<file path="config.mk">
export PLATFORM = sky130hd
export DESIGN_NAME = return_stack
export DESIGN_NICKNAME = d
export VERILOG_FILES = /design/src/rtl/return_stack.sv
export SDC_FILE = /design/constraint.sdc
export NUM_CORES = 1
export LEC_CHECK = 0
export ABC_AREA = 1
export CAP_MARGIN = 20
export CORE_ASPECT_RATIO = 0.8
export CORE_MARGIN = 4
export CORE_UTILIZATION = 40
export DETAILED_ROUTE_END_ITERATION = 16
export SYNTH_ARGS = -nofsm -noshare
export SYNTH_HDL_FRONTEND = slang
export SYNTH_SLANG_ARGS = --single-unit
</file>
<file path="constraint.sdc">
create_clock -name inClk -period 5.4 [get_ports inClk]
set_input_delay 1.08 -clock inClk [delete_from_list [all_inputs] [get_ports inClk]]
set_output_delay 1.08 -clock inClk [all_outputs]
set_load 0.005 [all_outputs]
</file>
<file path="src/rtl/return_stack.sv">
// return_stack: LIFO return-address stack (push PC on CALL, pop on RET), falling-edge state.
// Latency: pushed/popped results visible on outputs one falling edge later; outputs are registered state only.
// Backpressure: none; full push sets sticky overflow (dropped, or overwrites oldest with RETURN_STACK_WRAP_EN).
module return_stack #(
  parameter int WIDTH = 16,
  parameter int DEPTH = 8
) (
  input  logic                       inClk,
  input  logic                       inClr,
  input  logic                       inPush,
  input  logic                       inPop,
  input  logic [WIDTH-1:0]           inData,
  output logic [WIDTH-1:0]           outData,
  output logic [$clog2(DEPTH+1)-1:0] outCount,
  output logic                       outEmpty,
  output logic                       outFull,
  output logic                       outOverflow,
  output logic                       outUnderflow
);

  localparam int AW = $clog2(DEPTH);
  localparam int CW = $clog2(DEPTH+1);

  // Storage is addressed by a physical write pointer that wraps modulo DEPTH.
  // Without wrap it simply tracks sp; with wrap it lets a full push land on
  // the oldest slot while sp saturates at DEPTH.
  logic [WIDTH-1:0] r_mem [DEPTH];
  logic [AW-1:0]    r_wr;
  logic [CW-1:0]    r_sp;
  logic             r_ovf;
  logic             r_unf;

  logic             w_empty;
  logic             w_full;
  logic [AW-1:0]    w_top_idx;
  logic             w_wr_en;
  logic [AW-1:0]    w_wr_idx;
  logic [AW-1:0]    w_wr_nxt;
  logic [CW-1:0]    w_sp_nxt;
  logic             w_ovf_set;
  logic             w_unf_set;

  assign w_empty   = (r_sp == '0);
  assign w_full    = (r_sp == CW'(DEPTH));
  assign w_top_idx = r_wr - AW'(1);

  // Decode the requested operation against current occupancy, in priority order.
  always_comb begin
    w_wr_en   = 1'b0;
    w_wr_idx  = r_wr;
    w_wr_nxt  = r_wr;
    w_sp_nxt  = r_sp;
    w_ovf_set = 1'b0;
    w_unf_set = 1'b0;
    if (inPush && inPop && !w_empty) begin
      // Replace top in place; depth and flags untouched.
      w_wr_en  = 1'b1;
      w_wr_idx = w_top_idx;
    end else if (inPush) begin
      // Covers push+pop on empty, which behaves as a plain push.
      if (!w_full) begin
        w_wr_en  = 1'b1;
        w_wr_nxt = r_wr + AW'(1);
        w_sp_nxt = r_sp + CW'(1);
      end else begin
        w_ovf_set = 1'b1;
`ifdef RETURN_STACK_WRAP_EN
        // r_wr points at the oldest entry when full; overwrite it and advance.
        w_wr_en  = 1'b1;
        w_wr_nxt = r_wr + AW'(1);
`endif
      end
    end else if (inPop) begin
      if (!w_empty) begin
        w_wr_nxt = r_wr - AW'(1);
        w_sp_nxt = r_sp - CW'(1);
      end else begin
        w_unf_set = 1'b1;
      end
    end
  end

  // Pointer and sticky-flag state; clear aborts any operation on the same edge.
  always_ff @(negedge inClk) begin
    if (inClr) begin
      r_wr  <= '0;
      r_sp  <= '0;
      r_ovf <= 1'b0;
      r_unf <= 1'b0;
    end else begin
      r_wr  <= w_wr_nxt;
      r_sp  <= w_sp_nxt;
      r_ovf <= r_ovf | w_ovf_set;
      r_unf <= r_unf | w_unf_set;
    end
  end

  // Storage words; contents are left as-is on clear since an empty stack reads 0.
  always_ff @(negedge inClk) begin
    if (!inClr && w_wr_en) begin
      r_mem[w_wr_idx] <= inData;
    end
  end

  assign outData      = w_empty ? '0 : r_mem[w_top_idx];
  assign outCount     = r_sp;
  assign outEmpty     = w_empty;
  assign outFull      = w_full;
  assign outOverflow  = r_ovf;
  assign outUnderflow = r_unf;

endmodule

</file>
==> run_results.csv <==
group,metric,value,unit
critical_path,critPathLaunchType,"flip-flop",
critical_path,path_class,"reg2out",
final_layout,layout.cells.non_filler,927,
drt,avgRoutedWirePerCell,16.2,µm
logic_synthesis,synth_top_area_cell,"edfxtp_1",
floorplanning,start_util,0.415,
cts,clkSinkCount,137,
placed_design,place_hpwl,7660,µm
power_and_ir_drop,p_leak,0.00359,µW
timing,final-max-slew-violation-count,0,
floorplanning,dieArea,16300,µm²
drt,antenna_left,0,
placed_design,dpl.cell_count,733,
critical_path,cp_num_buf_inv,6,
placed_design,routabilityCongestion,0.775,
logic_synthesis,synth_area_per_cell,11.5,µm²
critical_path,critPathArrivalTime,4810,ps
logic_synthesis,syn_inst,496,
global_routing,grt_pass1_wl,23900,µm
drt,drt-total-wl,15000,µm
placed_design,numPortBuffers,43,
final_layout,nNetsFinal,760,
critical_path,cp_slowest_cell,"dfxtp_2",
final_layout,antenna_cells,0,
logic_synthesis,synth.area.top_cells,"edfxtp_1 (67%), nor2_1 (9.2%), o21ai_0 (5.7%)",
power_and_ir_drop,switching_share,0.377,
cts,cts_tree,"built",
logic_synthesis,yosysUniqueCellTypes,27,
worst_hold_path,worstHoldPathType,"reg2reg",
logic_synthesis,seq_area_frac_synth,0.704,
cts,cts_buffers,17,
placed_design,placed_cell_area,6620,µm²
critical_path,r2r-start,"r_wr[0]",
cts,path_clk_slew,40,ps
critical_path,r2r_end,"r_mem[1][9]",
critical_path,reg2reg_slack,3080,ps
logic_synthesis,async_flop_share,0,
power_and_ir_drop,pwr-share-seq,0.265,
power_and_ir_drop,intPower,3070,µW
global_routing,grt_overflow,0,
critical_path,crit_fanout,6,
floorplanning,dieHeight,115,µm
power_and_ir_drop,combPwrFrac,0.436,
logic_synthesis,synth_seq_cells,137,
critical_path,cp-endpoint,"outData[13]",
cts,cts_max_path_buffers,2,
logic_synthesis,syn-num-nets,521,
critical_path,crit_path_max_incr_delay,340,ps
timing,holdWs,479,ps
drt,via_per_inst,5.00,
power_and_ir_drop,power_density,605,nW/µm²
drt,vias,4636,
critical_path,path_depth,11,
logic_synthesis,ys_warn_count,0,
floorplanning,core,13800,µm²
cts,cts_hold_buf,0,
logic_synthesis,post-synth-top-area-fraction,0.673,
cts,cts_root_buf,"clkbuf_16",
cts,worstSkewPairLatency,450,ps
final_layout,layout-drive-gt1-share,0.217,
final_layout,syn2layout_area_growth,42.8,%
final_layout,fillers,1154,
timing,grt_setup_unrepaired,"true",
critical_path,crit_path_frequent_cell,"nor2_1",
global_routing,grt_max_degree,68,
run_status,violations,"setup timing",
logic_synthesis,netlist_area,5720,µm²
power_and_ir_drop,clockPowerShare,0.298,
critical_path,cp_data_required_time,4320,ps
power_and_ir_drop,finalPower,4930,µW
timing,fin_skew,15.5,ps
timing,fin_ws,-487,ps
logic_synthesis,synth-edff-count,128,
logic_synthesis,ys_top_cells_by_count,"nor2_1 (140), edfxtp_1 (128), o21ai_0 (65)",
timing,tightest_slew,572,ps
drt,drtIter0Drc,349,
run,drv_cap,0,
global_routing,grt_pass1_vias,5032,
power_and_ir_drop,p_switching,1860,µW
global_routing,antenna_found_initial,0,
global_routing,grt_usage,0.190,
drt,firstDrtPassIters,7,
placed_design,place_ws,-539,ps
critical_path,crit_start,"r_wr[0]",
timing,relSlewSlack,0.619,
cts,cts_max_level,4,
final_layout,final_area,8160,µm²
logic_synthesis,synth_top_flop_cell,"edfxtp_1",
drt,route.detailed.drc,0,
critical_path,crit_chain,"inv_4, ha_4, buf_12, buf_6, inv_8, buf_8, o21ai_2, o22ai_2, nor2_1, nor2_1, buf_2",
timing,final_hold_viol_count,0,
timing,setup_viol,16,
floorplanning,io_pins,44,
floorplanning,std_cell_rows,38,
logic_synthesis,synth_most_common_cell,"nor2_1",
run_status,status,"complete, but fails checks",
power_and_ir_drop,peakVddDrop,0.369,mV
critical_path,r2r_cells,11,
critical_path,endpoint_kind,"output pin",
floorplanning,die_w,142,µm
critical_path,path_delay_family,"buffers and inverters",
per-stage QoR:
stage           util  TNS (ps)
6_report       0.592     -7000
5_1_grt        0.592     -8730
4_1_cts        0.583     -7020
3_5_place_dp   0.480    -36310
3_3_place_gp   0.480    -33310
2_1_floorplan      -    -20950
power by group through the flow:
stage | Clock (µW) | Combinational (µW) | Sequential (µW)
after floorplan | 152 | 904 | 1320
after global placement | 152 | 1640 | 1310
after detailed placement | 152 | 1660 | 1310
after CTS | 1520 | 2050 | 1310
after global routing | 1670 | 2340 | 1310
final | 1470 | 2150 | 1310
layer usage:
metal | GRT usage | wire (µm)
met1 | 0.228 | 6610
met2 | 0.296 | 7360
met3 | 0.0811 | 914
met4 | 0.0965 | 144
met5 | 0 | 0
cell usage in the layout (no fill, tap or decap), types with 2 or more instances in the layout:
master / count
inv_1: 145
edfxtp_1: 128
nor2_1: 125
nand2_1: 54
buf_4: 42
o21ai_0: 34
clkdlybuf4s50_1: 25
o21ai_1: 21
clkbuf_16: 17
o211ai_1: 16
buf_2: 16
o21ai_2: 13
nor2_2: 11
nand3_1: 11
buf_12: 10
o22ai_2: 8
o22ai_1: 8
buf_6: 8
dfxtp_1: 6
inv_4: 4
nor2_4: 4
buf_16: 4
buf_8: 4
ha_1: 3
clkinv_4: 3
dfxtp_2: 3
nand2_2: 2
inv_8: 2
inv_2: 2
a31oi_1: 2
or2_2: 2
inv_6: 2
clkinvlp_2: 2
dlygate4sd2_1: 2
cell families (layout without fill, tap and decap cells):
kind of cell,after synthesis,count (layout),share of synthesized area
compound gates,102,102,0.102
xor+xnor,3,3,0.00591
fa+ha+maj,5,5,0.0123
buf+inv,39,290,0.0342
flops,137,137,0.704
simple gates,210,210,0.142
worst min path at each step:
stage	start	to	slack [ps]	depth (start not counted)
global placement	outOverflow	outOverflow	460	2
global route	outUnderflow	outUnderflow	500	2
floorplan	outOverflow	outOverflow	460	2
finish	outUnderflow	outUnderflow	480	2
detailed placement	outUnderflow	outUnderflow	480	2
CTS	outUnderflow	outUnderflow	490	2
registers in the layout, indices dropped and copies added, names as in the netlist:
name / count
outCount: 4
outOverflow: 1
outUnderflow: 1
r_mem: 128
r_wr: 3
area by class of cell:
cell class	instances	area, µm²	share of cell area
Sequential cell	137	4030	0.494
Multi-Input combinational cell	320	1670	0.205
Timing Repair Buffer	111	1120	0.138
Clock inverter	151	636	0.0779
Clock buffer	17	425	0.0521
Tap cell	180	225	0.0276
Inverter	11	51.3	0.00629
worst min-delay path, cell delays in order, from the launching register on:
cell and delay (ps):
dfxtp_1 320, a31oi_1 50, nor2_1 70
repair_timing:
item / in CTS / in global routing
cloned: 3 / 0
pin swaps: 57 / 43
resized for setup: 126 / 38
setup endpoints to repair: 18 / 27
setup buffers: 25 / 0
Power figures use the tool's default switching activity.
